==> config.mk <==
export PLATFORM = sky130hd
export DESIGN_NAME = jtpopeye_cab_inputs
export DESIGN_NICKNAME = d
export VERILOG_FILES = /design/src/rtl/jtpopeye_cab_inputs.sv
export SDC_FILE = /design/constraint.sdc
export NUM_CORES = 1
export LEC_CHECK = 0
export BUFFER_PORTS_ARGS = -buffer_cell sky130_fd_sc_hd__buf_4
export CAP_MARGIN = 20
export CORE_UTILIZATION = 45
export CTS_CLUSTER_SIZE = 10
export DETAILED_ROUTE_END_ITERATION = 12
export GPL_TIMING_DRIVEN = 0
export PLACE_DENSITY_LB_ADDON = 0.12
export SETUP_SLACK_MARGIN = 0.5
export SYNTH_ARGS = -nofsm -noshare
export SYNTH_HDL_FRONTEND = slang
export SYNTH_SLANG_ARGS = --single-unit
==> constraint.sdc <==
create_clock -name i_clk -period 2.15 [get_ports i_clk]
set_clock_uncertainty 0.05 [all_clocks]
set_input_delay 0.215 -clock i_clk [delete_from_list [all_inputs] [get_ports i_clk]]
set_output_delay 0.215 -clock i_clk [all_outputs]
set_load 0.02 [all_outputs]
==> src/rtl/jtpopeye_cab_inputs.sv <==
// Cabinet input front-end: PS/2 key decode merged with joysticks, opposing-direction cleanup, coin stretch, pause toggle.
// Latency: joystick -> output 1 clk; PS/2 event -> output 2 clk (latch, then output register); coin/pause act on the same edge as their raw input.
// Backpressure: none; inputs are sampled every clock and all outputs are free-running registers.
//
// Ports:
//   i_clk, i_rst_n        clock and synchronous active-low reset
//   i_ps2_key[10:0]       {event toggle, pressed, extended, scan code}
//   i_joy_0 / i_joy_1     P1 / P2 joystick words, active high
//   i_clr_pause           forces pause low (wins over a toggle)
//   o_joystick1/2         {punch,up,down,left,right}, active low
//   o_start_button        {start2,start1}, active low
//   o_coin_input          stretched coin pulse, active low
//   o_pause               pause state, active high
//   o_key_evt             one-cycle pulse per accepted (mapped) PS/2 event
//
// Optional feature macro: JTPOPEYE_AUTOFIRE_EN (per-player autofire on joy_N[5]).

module jtpopeye_cab_inputs #(
    parameter int          COIN_W   = 20,
    parameter logic [19:0] COIN_LEN = 20'd400_000,
    parameter logic [20:0] AF_HALF  = 21'd800_000
) (
    input  logic        i_clk,
    input  logic        i_rst_n,
    input  logic [10:0] i_ps2_key,
    input  logic [15:0] i_joy_0,
    input  logic [15:0] i_joy_1,
    input  logic        i_clr_pause,
    output logic [4:0]  o_joystick1,
    output logic [4:0]  o_joystick2,
    output logic [1:0]  o_start_button,
    output logic        o_coin_input,
    output logic        o_pause,
    output logic        o_key_evt
);

    // Key latch vector indices
    localparam int K_R     = 0;
    localparam int K_L     = 1;
    localparam int K_D     = 2;
    localparam int K_U     = 3;
    localparam int K_PUNCH = 4;
    localparam int K_ST1   = 5;
    localparam int K_ST2   = 6;
    localparam int K_COIN  = 7;
    localparam int K_PAUSE = 8;

    localparam logic [COIN_W-1:0] COIN_LAST = COIN_W'(COIN_LEN) - 1'b1;

    typedef enum logic {
        S_IDLE = 1'b0,
        S_HOLD = 1'b1
    } coin_state_t;

    // ------------------------------------------------------------------
    // PS/2 decode
    // ------------------------------------------------------------------
    logic        r_strobe_q;
    logic [8:0]  r_key;
    logic        r_key_evt;
    logic        w_evt;
    logic        w_pressed;
    logic        w_ext;
    logic [7:0]  w_code;
    logic [8:0]  w_key_sel;

    assign w_evt     = i_ps2_key[10] ^ r_strobe_q;
    assign w_pressed = i_ps2_key[9];
    assign w_ext     = i_ps2_key[8];
    assign w_code    = i_ps2_key[7:0];

    // One-hot select of the latch a scan code maps to; zero for unmapped codes.
    always_comb begin
        w_key_sel = '0;
        if (w_code == 8'h14) begin
            // Ctrl: left and right ctrl both fire, so ext is a don't-care
            w_key_sel[K_PUNCH] = 1'b1;
        end else if (w_ext) begin
            case (w_code)
                8'h75:   w_key_sel[K_U] = 1'b1;
                8'h72:   w_key_sel[K_D] = 1'b1;
                8'h6B:   w_key_sel[K_L] = 1'b1;
                8'h74:   w_key_sel[K_R] = 1'b1;
                default: w_key_sel      = '0;
            endcase
        end else begin
            case (w_code)
                8'h05:   w_key_sel[K_ST1]   = 1'b1;
                8'h06:   w_key_sel[K_ST2]   = 1'b1;
                8'h04:   w_key_sel[K_COIN]  = 1'b1;
                8'h0C:   w_key_sel[K_PAUSE] = 1'b1;
                default: w_key_sel          = '0;
            endcase
        end
    end

    always_ff @(posedge i_clk) begin
        // Tracking the toggle even in reset keeps a stale level from
        // looking like a fresh event once reset is released.
        r_strobe_q <= i_ps2_key[10];
        if (!i_rst_n) begin
            r_key     <= '0;
            r_key_evt <= 1'b0;
        end else begin
            r_key_evt <= w_evt & (|w_key_sel);
            if (w_evt) begin
                r_key <= (r_key & ~w_key_sel) | (w_key_sel & {9{w_pressed}});
            end
        end
    end

    // ------------------------------------------------------------------
    // Autofire (optional)
    // ------------------------------------------------------------------
    logic w_af0;
    logic w_af1;

`ifdef JTPOPEYE_AUTOFIRE_EN
    logic [20:0] r_af0_cnt;
    logic [20:0] r_af1_cnt;
    logic        r_af0_ph;
    logic        r_af1_ph;

    // Phase 0 means "punch asserted", so the first edge with the button
    // held already fires.
    assign w_af0 = i_joy_0[5] & ~r_af0_ph;
    assign w_af1 = i_joy_1[5] & ~r_af1_ph;

    always_ff @(posedge i_clk) begin
        if (!i_rst_n || !i_joy_0[5]) begin
            r_af0_cnt <= '0;
            r_af0_ph  <= 1'b0;
        end else if (r_af0_cnt == AF_HALF - 1'b1) begin
            r_af0_cnt <= '0;
            r_af0_ph  <= ~r_af0_ph;
        end else begin
            r_af0_cnt <= r_af0_cnt + 1'b1;
        end
    end

    always_ff @(posedge i_clk) begin
        if (!i_rst_n || !i_joy_1[5]) begin
            r_af1_cnt <= '0;
            r_af1_ph  <= 1'b0;
        end else if (r_af1_cnt == AF_HALF - 1'b1) begin
            r_af1_cnt <= '0;
            r_af1_ph  <= ~r_af1_ph;
        end else begin
            r_af1_cnt <= r_af1_cnt + 1'b1;
        end
    end

    logic w_unused;
    assign w_unused = ^{i_joy_0[15:10], i_joy_1[15:6]};
`else
    assign w_af0 = 1'b0;
    assign w_af1 = 1'b0;

    logic w_unused;
    assign w_unused = ^{i_joy_0[15:10], i_joy_0[5], i_joy_1[15:6], i_joy_1[5]};
`endif

    // ------------------------------------------------------------------
    // Merge keyboard and joysticks
    // ------------------------------------------------------------------
    logic [4:0] w_p1_raw;
    logic [4:0] w_p2_raw;
    logic [1:0] w_start_raw;
    logic       w_coin_raw;
    logic       w_pause_raw;

    assign w_p1_raw = {
        r_key[K_PUNCH] | i_joy_0[4] | w_af0,
        r_key[K_U]     | i_joy_0[3],
        r_key[K_D]     | i_joy_0[2],
        r_key[K_L]     | i_joy_0[1],
        r_key[K_R]     | i_joy_0[0]
    };
    // Keyboard only drives player 1
    assign w_p2_raw    = {i_joy_1[4] | w_af1, i_joy_1[3:0]};
    assign w_start_raw = {r_key[K_ST2] | i_joy_0[7], r_key[K_ST1] | i_joy_0[6]};
    assign w_coin_raw  = r_key[K_COIN]  | i_joy_0[8];
    assign w_pause_raw = r_key[K_PAUSE] | i_joy_0[9];

    // Opposing directions on one axis cancel each other; the other axis
    // passes through. Input/output layout {punch,up,down,left,right}.
    function automatic logic [4:0] clean_dirs(input logic [4:0] raw);
        logic [4:0] res;
        res = raw;
        if (raw[3] && raw[2]) res[3:2] = 2'b00;
        if (raw[1] && raw[0]) res[1:0] = 2'b00;
        return res;
    endfunction

    logic [4:0] r_joystick1;
    logic [4:0] r_joystick2;
    logic [1:0] r_start_button;

    always_ff @(posedge i_clk) begin
        if (!i_rst_n) begin
            r_joystick1    <= '1;
            r_joystick2    <= '1;
            r_start_button <= '1;
        end else begin
            r_joystick1    <= ~clean_dirs(w_p1_raw);
            r_joystick2    <= ~clean_dirs(w_p2_raw);
            r_start_button <= ~w_start_raw;
        end
    end

    // ------------------------------------------------------------------
    // Coin stretcher
    // ------------------------------------------------------------------
    coin_state_t       r_coin_state;
    coin_state_t       w_coin_state_nxt;
    logic [COIN_W-1:0] r_coin_cnt;
    logic [COIN_W-1:0] w_coin_cnt_nxt;
    logic              r_coin_out;
    logic              w_coin_out_nxt;
    logic              r_coin_prev;

    always_ff @(posedge i_clk) begin
        if (!i_rst_n) begin
            r_coin_state <= S_IDLE;
            r_coin_cnt   <= '0;
            r_coin_out   <= 1'b1;
            r_coin_prev  <= 1'b0;
        end else begin
            r_coin_state <= w_coin_state_nxt;
            r_coin_cnt   <= w_coin_cnt_nxt;
            r_coin_out   <= w_coin_out_nxt;
            r_coin_prev  <= w_coin_raw;
        end
    end

    // Low time is COIN_LEN edges: entered with cnt=0, released when the
    // counter has seen COIN_LEN-1. Rising edges in HOLD are ignored so a
    // bouncing or re-pressed coin cannot extend or re-arm the pulse.
    always_comb begin
        w_coin_state_nxt = r_coin_state;
        w_coin_cnt_nxt   = r_coin_cnt;
        w_coin_out_nxt   = r_coin_out;
        case (r_coin_state)
            S_IDLE: begin
                if (w_coin_raw && !r_coin_prev) begin
                    w_coin_state_nxt = S_HOLD;
                    w_coin_cnt_nxt   = '0;
                    w_coin_out_nxt   = 1'b0;
                end
            end
            S_HOLD: begin
                if (r_coin_cnt == COIN_LAST) begin
                    w_coin_state_nxt = S_IDLE;
                    w_coin_out_nxt   = 1'b1;
                end else begin
                    w_coin_cnt_nxt = r_coin_cnt + 1'b1;
                end
            end
            default: begin
                w_coin_state_nxt = S_IDLE;
                w_coin_out_nxt   = 1'b1;
            end
        endcase
    end

    // ------------------------------------------------------------------
    // Pause toggle
    // ------------------------------------------------------------------
    logic r_pause;
    logic r_pause_prev;

    always_ff @(posedge i_clk) begin
        if (!i_rst_n) begin
            r_pause      <= 1'b0;
            r_pause_prev <= 1'b0;
        end else begin
            r_pause_prev <= w_pause_raw;
            if (i_clr_pause) begin
                r_pause <= 1'b0;
            end else if (w_pause_raw && !r_pause_prev) begin
                r_pause <= ~r_pause;
            end
        end
    end

    assign o_joystick1    = r_joystick1;
    assign o_joystick2    = r_joystick2;
    assign o_start_button = r_start_button;
    assign o_coin_input   = r_coin_out;
    assign o_pause        = r_pause;
    assign o_key_evt      = r_key_evt;

endmodule
# == Word-level counts from Yosys, hierarchy flattened ==
# Cells that the tools add are included.
# word_totals
reg_bits,48
wordCells,88
output_inout_bits,15
in_bits,46
# classes
mux,29
addsub,1
bitwise_logic,21
eq_ne,13
n_reduce_logical,12
# op_table
operator,n
2-to-1 mux 20 bit,2
case mux 20 bit (2 select lines),1
== test 8 x 7 -> 1 bit (second input constant),4
== test 8 x 3 -> 1 bit (second input constant),3
adder 20 x 1 -> 20 bit (second input constant),1
== test 20 x 19 -> 1 bit (second input constant),1
AND 9 bit,2
2-to-1 mux 2 bit,8
2-to-1 mux 1 bit,13
inverter 5 bit,2
2-to-1 mux 9 bit,1
inverter 9 bit,1
bitwise OR 1 bit,9
bitwise OR 9 bit,1
OR reduction 9 bit,1
== test 8 x 4 -> 1 bit (second input constant),1
== test 8 x 5 -> 1 bit (second input constant),1
2-to-1 mux 4 bit,2
logical AND 1 bit,6
inequality test 2 bit (second input constant),2
case mux 1 bit (2 select lines),2
AND reduction 2 bit,2
inverter 1 bit,3
zero test 1 bit,2
other kinds (5),5

# == Depth between registers and ports, before layout ==
# Gate-level depths: netlist of run 1.
# logic_depth
depth_word,7
depth_mapped,7
depth_no_buf,6

# == Least setup slack after synthesis of run 1 ==
# OpenSTA, ideal clock, no wires.
# synth_path
path_type,register to register
start,reg r_coin_cnt[7]
end,reg r_coin_cnt[8]
arrival_time_ns,2.041
slack_ns,-0.007
period_less_slack_ns,2.157
t_required_ns,2.034
path_buffers,1
setup_ns,0.066
path_stages_with_launch,7
cell_sequence,dfxtp_1 -> or4b_1 -> or4_4 -> o31ai_4 -> buf_6 -> nand2_1 -> a21oi_2
# synth_between
elab_chain_len,3
word_cells_on_any_way,6
cone_classes,add/sub (1); eq/ne (2); mux (2); reduce/logical (1)
# synth_lines
element,line,source
start: declaration,216,logic [COIN_W-1:0] r_coin_cnt;
start signal: assignment,230,r_coin_cnt <= w_coin_cnt_nxt;
adder 20 x 1 -> 20 bit / == test 20 x 19 -> 1 bit (equally long branches),"256, 252",
2-to-1 mux 20 bit / inequality test 2 bit (equally long branches),-,
case mux 20 bit (2 select lines) / AND reduction 2 bit (equally long branches),-,
# Several ways; a longest one is shown, not always the timed one. The select of a mux whose other input is x is not followed.
# A chain may end at the register's enable or synchronous reset.

# == Worst setup path after layout of run 1 ==
# layout_path
start,reg r_coin_cnt[8]
end,reg r_coin_cnt[19]
# Same word-level chain as after synthesis.

==> results of run 1 <==
[metrics by stage]
stage,setup TNS (ns),setup WS (ns),hold WS (ns),area [µm²],power (mW)
floorplan,0,0.0617,0.193,2180,1.04
global placement,-1.63,-0.306,0.286,2550,1.12
detailed placement,-1.92,-0.303,0.289,2550,1.13
CTS,-1.04,-0.112,0.0129,2850,1.93
global route,-1.87,-0.144,0.0212,2930,2.00
finish,-0.669,-0.0699,0.0164,2930,1.93
[power by group through the flow]
stage	combinational (mW)	clock, mW	sequential, mW
6_report	0.221	0.788	0.916
4_1_cts	0.209	0.805	0.915
3_3_place_gp	0.188	0	0.936
2_1_floorplan	0.0844	0	0.952
3_5_place_dp	0.189	0	0.937
5_1_grt	0.238	0.839	0.918
[synthesized netlist by cell type, drive strengths merged (3+ instances only)]
master | count | area [µm²]
a21oi | 7 | 38.8
a22oi | 4 | 30.0
and3 | 3 | 18.8
buf | 3 | 23.8
clkbuf | 6 | 42.5
dfxtp | 48 | 961
mux2i | 9 | 90.1
nand2 | 22 | 82.6
nand2b | 4 | 25.0
nand3 | 17 | 85.1
nand3b | 6 | 45.0
nand4 | 5 | 31.3
nor2 | 31 | 116
nor3 | 8 | 40.0
nor3b | 3 | 22.5
nor4 | 5 | 31.3
o211ai | 6 | 45.0
o21ai | 14 | 73.8
o31ai | 4 | 43.8
or4 | 8 | 68.8
or4b | 3 | 30.0
xnor2 | 3 | 26.3
xor2 | 5 | 43.8
[final timing paths]
check                                   start             end  slack (ns)
worst min register to register       register  o_joystick1[4]        0.40
worst max register to register  r_coin_cnt[8]  r_coin_cnt[19]       -0.07
worst max-delay path            r_coin_cnt[8]  r_coin_cnt[19]       -0.07
worst min-delay path               i_joy_1[4]  o_joystick2[4]        0.02
[layout make-up]
cell class / instances / share of cell area (%)
timing repair buffer: 51 / 13.5
clock buffer: 5 / 2.35
sequential: 48 / 33.1
multi-input combinational: 186 / 43.9
inverter: 2 / 0.256
tap: 52 / 2.22
buffer: 9 / 2.39
clock inverter: 3 / 2.35
[worst max-delay path, delay by kind of cell (launching register included)]
kind,cells,cell delay [ns]
AOI/OAI and AO/OA,3,0.55
and+or+nand+nor,2,1.01
DFF,1,0.35
buffers and inverters,1,0.18
[per-layer routing]
metal / up-vias / track usage (%)
li1: 1014 / -
met1: 944 / 27.3
met2: 87 / 37.6
met3: 8 / 5.06
met4: 0 / 9.37
met5: - / 0
[what timing repair did]
action                     4_1_cts  5_1_grt
gates resized for setup         17       18
hold endpoints to repair         2        0
hold buffers                     2        0
gates cloned                     1        0
setup endpoints to repair       23       26
setup buffers                    8        0
pin swaps                        5        9
[cell families after synthesis]
group                      synth area share, %
AOI/OAI and AO/OA                         14.5
buffers and inverters                     3.39
adders and majority gates                0.575
DFF                                       44.1
xor gates and xnor gates                  3.22
muxes                                     4.14
and+or+nand+nor                           30.1
==> results.toml, run 1 <==
[status]
status = "complete, but fails checks"
violations = "setup timing"

[min_path]
hp-class = "primary input to register"
holdPathStages = 2

[floorplan]
die_w_um = 71.6
start_util_pct = 48.3
dieArea_mm2 = 0.00512
placeableCoreArea_mm2 = 0.00450
rows = 24
num_io_pins = 61
die_y_um = 71.6

[synth]
async_flop_share_pct = 0
syn_inst = 245
synth_seq_cells = 48
synth_area_per_cell_um2 = 8.89
synth_edf_count = 0
seq_area_frac_synth_pct = 44.1
synth_ff_type = "dfxtp_1"
syn_nets = 292
yosys_warnings = 0
yosysUniqueCellTypes = 50
netlist_area_mm2 = 0.00218

[finish]
ff_latch_area_um2 = 971
nFillCells = 374
nNetsFinal = 350
n_antenna_cell = 0
final_cells = 356
drive_above_1_share_pct = 32.9
final_common_cell = "buf_4"
area_growth_pct = 34.8
multi_input_area_mm2 = 0.00129
fin_util_pct = 65.1
layout_common_cells = "47 x buf_4, 42 x dfxtp_1, 30 x nor2_1, 20 x nand2_1, 15 x nand3_1"

[job]
drv_cap = 0

[critical_path]
critPathMaxStageDelay_ns = 0.52
crit_chain = "or4b_1 > or4_4 > o31ai_4 > buf_6 > o31ai_2 > a21oi_1"
worstPathMaxFanout = 6
critPathKind = "register to register"
cp_slowest_cell = "or4_4"
start_kind = "register"
cp-end-kind = "register"
crit_required_ns = 2.34
reg2reg_depth = 6
cp.arrival_ns = 2.41

[clocking]
cts-root-buf = "clkbuf_8"
max-clock-path-buffers = 2
cts_sinks = 48
htree_levels = 2
cts_tree = "yes"
cts_buffers = 5
path_clk_slew_ns = 0.10
clock_latency_ns = 0.31

[route]
vias = 2053
drt-total-wl_mm = 5.32
drc = 0
firstDrtPassIters = 4
via_per_inst = 5.77
wl_met3_um = 319
antenna_left = 0
dr.max_layer_used = "met4"
met1_length_mm = 2.38
wl_met2_mm = 2.54
drtIter0Drc = 120
wl_per_cell_um = 14.9

[grt]
grt_usage_pct = 22.2
grt_pass1_vias = 1905
grt_pass1_wl_mm = 8.86
antenna_found_initial = 0
overflow = 0
grt_max_degree = 17

[placed_design]
dp.cells = 337
io_buffers = 40
routabilityCongestion = 0.857
dp_hpwl_mm = 3.52

[power_and_ir_drop]
clkPwrFrac_pct = 41.0
swShare_pct = 23.4
p_sw_mw = 0.451
intPower_mw = 1.47
sequentialPowerShare_pct = 47.6
total_leakage_power_nw = 1.11
power_frac_comb_pct = 11.5
p_per_area_mw_per_mm2 = 656
ir_drop_mv = 0.447

[sta]
slew_headroom_pct = 63.4
worst_pin_slew_ns = 0.548
layout_setup_ws_ns = -0.0699
finalCritPeriodShare_pct = 103
drv_slew = 0
setup-violations-final = 16
fin_crit_ns = 2.22
grt_setup_unrepaired = "yes"
final-hold-violation-count = 0
fmax_ghz = 0.450
Power figures use the tool's default switching activity.
==> run 2, diff against run 1 <==
--- a/config.mk
+++ b/config.mk
@@ -11,7 +11,8 @@
 export CTS_CLUSTER_SIZE = 10
 export DETAILED_ROUTE_END_ITERATION = 12
 export GPL_TIMING_DRIVEN = 0
-export PLACE_DENSITY_LB_ADDON = 0.12
+export MAX_ROUTING_LAYER = met4
+export PLACE_DENSITY = 0.73
 export SETUP_SLACK_MARGIN = 0.5
 export SYNTH_ARGS = -nofsm -noshare
 export SYNTH_HDL_FRONTEND = slang
==> results.toml, run 2 (synthesized netlist as in run 1, its figures left out) <==
[status]
status = "complete, but fails checks"
violations = "setup timing"

[grt]
grt_pass1_wl_mm = 8.88
grt_max_degree = 16
antenna_found_initial = 0
grt_pass1_vias = 1931
grt_usage_pct = 22.8
overflow = 0

[clocking]
cts-root-buf = "clkbuf_8"
cts_sinks = 48
cts_buffers = 5
clock_latency_ns = 0.30
path_clk_slew_ns = 0.09
htree_levels = 2
max-clock-path-buffers = 2
cts_tree = "yes"

[finish]
nFillCells = 354
design_area_mm2 = 0.00305
ff_latch_area_um2 = 978
nNetsFinal = 358
multi_input_area_mm2 = 0.00130
layout_common_cells = "51 x buf_4, 38 x dfxtp_1, 30 x nor2_1, 19 x nand2_1, 14 x nand3_1"
final_cells = 364
final_common_cell = "buf_4"
n_antenna_cell = 0
area_growth_pct = 40.2
drive_above_1_share_pct = 37.5
fin_util_pct = 67.8

[critical_path]
critPathKind = "register to register"
r2r_setup_slack_ns = -0.06
crit_chain = "or4b_1 > or4_4 > buf_4 > o21ai_4 > buf_6 > o211ai_1 > o41ai_2"
cp-end-kind = "register"
cp_top_family = "simple AND/OR/NAND/NOR gates"
crit_required_ns = 2.30
critical_path_buf_inv_count = 2
cp.arrival_ns = 2.37
worstPathMaxFanout = 4
cp_slowest_cell = "or4_4"
start_kind = "register"
critPathMaxStageDelay_ns = 0.53

[power_and_ir_drop]
sequentialPowerShare_pct = 44.8
clkPwrFrac_pct = 43.7
power_frac_comb_pct = 11.5
intPower_mw = 1.60
swShare_pct = 21.8
p_per_area_mw_per_mm2 = 668
p_sw_mw = 0.444
ir_drop_mv = 0.409
total_leakage_power_nw = 1.18

[placed_design]
dpl-instance-area_mm2 = 0.00255
io_buffers = 40
routabilityCongestion = 0.878
dp.cells = 337
dp_hpwl_mm = 3.49

[sta]
final-hold-violation-count = 0
finalCritPeriodShare_pct = 103
layout_setup_ws_ns = -0.0643
worst_pin_slew_ns = 0.612
grt_setup_unrepaired = "yes"
slew_headroom_pct = 59.2
drv_slew = 0
setup-violations-final = 15
fin_crit_ns = 2.21
fmax_ghz = 0.452

[route]
via_per_inst = 5.82
drt-total-wl_mm = 5.69
vias = 2120
drtIter0Drc = 102
drc = 0
wl_per_cell_um = 15.6
antenna_left = 0
firstDrtPassIters = 5

[min_path]
hp-class = "primary input to register"

[floorplan]
placeableCoreArea_mm2 = 0.00450
die_y_um = 71.6
num_io_pins = 61
start_util_pct = 48.3
dieArea_mm2 = 0.00512
rows = 24
die_w_um = 71.6

[job]
drv_cap = 0
-- run 2: cell types whose count changed in the layout (fill, tap and decap cells not counted), moves of 2 or more --
cell	delta
nand2_2	+2
a21oi_1	-2
buf_4	+4
dfxtp_2	+3
buf_6	+5
o41ai_2	+2
a21oi_2	+2
o41ai_1	-2
dfxtp_1	-4
o31ai_1	+2
o31ai_2	-2
-- run 2: final cells by class --
type	instances	share of cell area (%)
Inverter	2	0.246
Clock buffer	5	2.25
Multi-Input combinational cell	186	42.6
Timing Repair Buffer	59	15.5
Tap cell	52	2.13
Clock inverter	3	2.95
Buffer	9	2.30
Sequential cell	48	32.0
-- run 2: power groups by stage --
stage | Combinational, mW | Clock, mW | Sequential [mW]
finish | 0.235 | 0.891 | 0.915
global route | 0.251 | 0.939 | 0.917
CTS | 0.219 | 0.908 | 0.914
detailed placement | 0.187 | 0 | 0.937
global placement | 0.187 | 0 | 0.936
floorplan | 0.0844 | 0 | 0.952
-- run 2: path summary, 6_finish.rpt --
check / start / end / cells after the start
hold / removal: i_clr_pause / o_pause / 2
hold reg to reg: register / o_joystick1[4] / 1
setup / recovery: r_coin_cnt[8] / r_coin_cnt[16] / 7
setup reg to reg: r_coin_cnt[8] / r_coin_cnt[16] / 7
-- run 2: timing repair --
| action | in CTS | in global routing |
|---|---|---|
| endpoints found under the setup margin | 23 | 28 |
| resized for setup | 28 | 22 |
| setup buffers | 11 | 6 |
| cloned | 1 | 0 |
| hold buffers | 1 | 0 |
| pin swaps | 12 | 8 |
| endpoints found under the hold margin | 1 | 0 |
-- run 2: layer usage --
layer	track usage, %	routed length [µm]	up-vias
met5	-	0	-
met3	4.36	323	13
met4	11.5	108	0
met1	27.4	2530	990
met2	36.5	2730	90
li1	-	-	1027
-- run 2: stage by stage --
stage / setup TNS (ns) / total power [mW] / hold slack [ns] / worst slack, ns
6_report: -0.493 / 2.04 / 0.0106 / -0.0643
5_1_grt: -1.67 / 2.11 / 0.00531 / -0.121
4_1_cts: -0.553 / 2.04 / 0.00638 / -0.0613
3_5_place_dp: -1.81 / 1.12 / 0.288 / -0.235
3_3_place_gp: -1.51 / 1.12 / 0.286 / -0.287
2_1_floorplan: 0 / 1.04 / 0.193 / 0.0617
==> run 3, diff against run 2 <==
--- a/config.mk
+++ b/config.mk
@@ -12,8 +12,9 @@
 export DETAILED_ROUTE_END_ITERATION = 12
 export GPL_TIMING_DRIVEN = 0
 export MAX_ROUTING_LAYER = met4
-export PLACE_DENSITY = 0.73
+export PLACE_DENSITY = 0.7
 export SETUP_SLACK_MARGIN = 0.5
+export SLEW_MARGIN = 40
 export SYNTH_ARGS = -nofsm -noshare
 export SYNTH_HDL_FRONTEND = slang
 export SYNTH_SLANG_ARGS = --single-unit
==> constraint.sdc (replaced) <==
create_clock -name i_clk -period 2.5 [get_ports i_clk]
set_clock_uncertainty 0.05 [all_clocks]
set_input_delay 0.125 -clock i_clk [delete_from_list [all_inputs] [get_ports i_clk]]
set_output_delay 0.125 -clock i_clk [all_outputs]
set_load 0.02 [all_outputs]
==> results.toml, run 3 (synthesized netlist as in run 1, its figures left out) <==
[finish]
ff_latch_area_um2 = 973
nNetsFinal = 369
drive_above_1_share_pct = 31.3
fin_util_pct = 67.3
final_common_cell = "buf_4"
n_antenna_cell = 0
layout_common_cells = "50 x buf_4, 40 x dfxtp_1, 31 x nor2_1, 20 x nand2_1, 17 x dlygate4sd3_1"
final_cells = 375
multi_input_area_mm2 = 0.00122
nFillCells = 367
area_growth_pct = 39.3

[sta]
layout_setup_ws_ns = 0.297
worst_pin_slew_ns = 0.532
finalCritPeriodShare_pct = 88.1
hold_slack_ns = 0.0238
fin_crit_ns = 2.20
finalSetupTns_ns = 0
grt_setup_unrepaired = "yes"
drv_slew = 0
slew_headroom_pct = 64.6
setup-violations-final = 0
final-hold-violation-count = 0
fmax_ghz = 0.454

[grt]
grt_usage_pct = 23.4
antenna_found_initial = 0
grt_max_degree = 17
grt_pass1_wl_mm = 9.09
grt_pass1_vias = 2075
overflow = 0

[route]
wl_per_cell_um = 14.8
drc = 0
via_per_inst = 5.70
firstDrtPassIters = 4
vias = 2137
drt-total-wl_mm = 5.55
drtIter0Drc = 96
antenna_left = 0

[clocking]
cts_sinks = 48
clock_latency_ns = 0.31
path_clk_slew_ns = 0.09
max-clock-path-buffers = 2
htree_levels = 2
cts_buffers = 5
cts-root-buf = "clkbuf_8"
cts_tree = "yes"

[floorplan]
start_util_pct = 48.3
die_y_um = 71.6
num_io_pins = 61
die_w_um = 71.6
dieArea_mm2 = 0.00512
placeableCoreArea_mm2 = 0.00450
rows = 24

[placed_design]
dp_hpwl_mm = 3.54
io_buffers = 40
routabilityCongestion = 0.853
dp.cells = 337
pre_cts_slack_ns = 0.115

[power_and_ir_drop]
swShare_pct = 24.6
p_sw_mw = 0.387
intPower_mw = 1.18
p_per_area_mw_per_mm2 = 518
clkPwrFrac_pct = 36.6
ir_drop_mv = 0.432
total_leakage_power_nw = 1.14
sequentialPowerShare_pct = 50.0
power_frac_comb_pct = 13.3

[critical_path]
crit_required_ns = 2.65
r2r_setup_slack_ns = 0.30
worstPathMaxFanout = 3
reg2reg_from = "r_coin_cnt[8]"
cp.arrival_ns = 2.35
start_kind = "register"
critPathMaxStageDelay_ns = 0.53
cp_slowest_cell = "or4_4"
reg2reg_depth = 7
r2r_end = "r_coin_cnt[14]"
critPathKind = "register to register"
cp-end-kind = "register"
crit_chain = "or4b_1 > or4_4 > buf_4 > o21ai_4 > buf_6 > or4_1 > nand3_1"

[job]
drv_cap = 0

[min_path]
holdPathStages = 3
hold-path-endpoint = "r_coin_prev"
holdCritStartpoint = "i_joy_0[8]"
hp-class = "primary input to register"

[status]
status = "complete, no violations"
-- run 3: changes by cell type in the layout (fill, tap and decap cells not counted), sizes merged --
cell / change
bufinv: -2
buf: -5
dlygate4sd3: +16
clkinv: +2
-- run 3: critical path, delay by kind of cell, from the launching register on --
family	cells	cell delay (ns)
simple gates	4	1.21
buf+inv	2	0.30
flops	1	0.35
compound gates	1	0.17
-- run 3: power by group through the flow --
stage                     registers (mW)  clock network, mW  logic [mW]
after floorplan                    0.818                  0      0.0723
after global placement             0.805                  0       0.161
after detailed placement           0.805                  0       0.162
after CTS                          0.786              0.592       0.197
after global routing               0.788              0.613       0.227
final                              0.787              0.576       0.210
-- run 3: timing repair --
action,4_1_cts,5_1_grt
gates cloned,1,0
hold endpoints to repair,15,0
hold buffers,17,0
setup endpoints to repair,21,23
pin swaps,6,9
gates resized for setup,14,19
setup buffers,10,2
-- run 3: stage by stage --
step | area, µm² | total power [mW]
after floorplan | 2180 | 0.891
after global placement | 2550 | 0.966
after detailed placement | 2550 | 0.967
after CTS | 2960 | 1.58
after global routing | 3030 | 1.63
final | 3030 | 1.57
-- run 3: worst max-delay path by stage --
stage | startpoint | depth (start not counted) | to | slack (ns)
2_1_floorplan | r_coin_cnt[6] | 7 | r_coin_cnt[6] | 0.41
3_3_place_gp | r_coin_cnt[0] | 6 | r_coin_cnt[18] | 0.14
3_5_place_dp | r_coin_cnt[0] | 6 | r_coin_cnt[18] | 0.12
4_1_cts | r_coin_cnt[8] | 7 | r_coin_cnt[6] | 0.25
5_1_grt | r_coin_cnt[3] | 5 | r_coin_cnt[19] | 0.25
6_report | r_coin_cnt[8] | 7 | r_coin_cnt[14] | 0.30
-- run 3: final cells by class --
| class | count | area share [%] |
|---|---|---|
| tap | 52 | 2.15 |
| inverter | 2 | 0.248 |
| sequential | 48 | 32.1 |
| timing repair buffer | 70 | 19.1 |
| multi-input combinational | 186 | 40.3 |
| clock inverter | 3 | 1.57 |
| buffer | 9 | 2.31 |
| clock buffer | 5 | 2.27 |
-- run 3: layer usage --
layer / part of all wire [%] / GRT usage [%] / up-vias
met5: 0 / - / -
met3: 5.6 / 4.50 / 10
met1: 43 / 26.1 / 997
met4: 2.1 / 10.0 / 0
met2: 50 / 40.8 / 74
li1: - / - / 1056
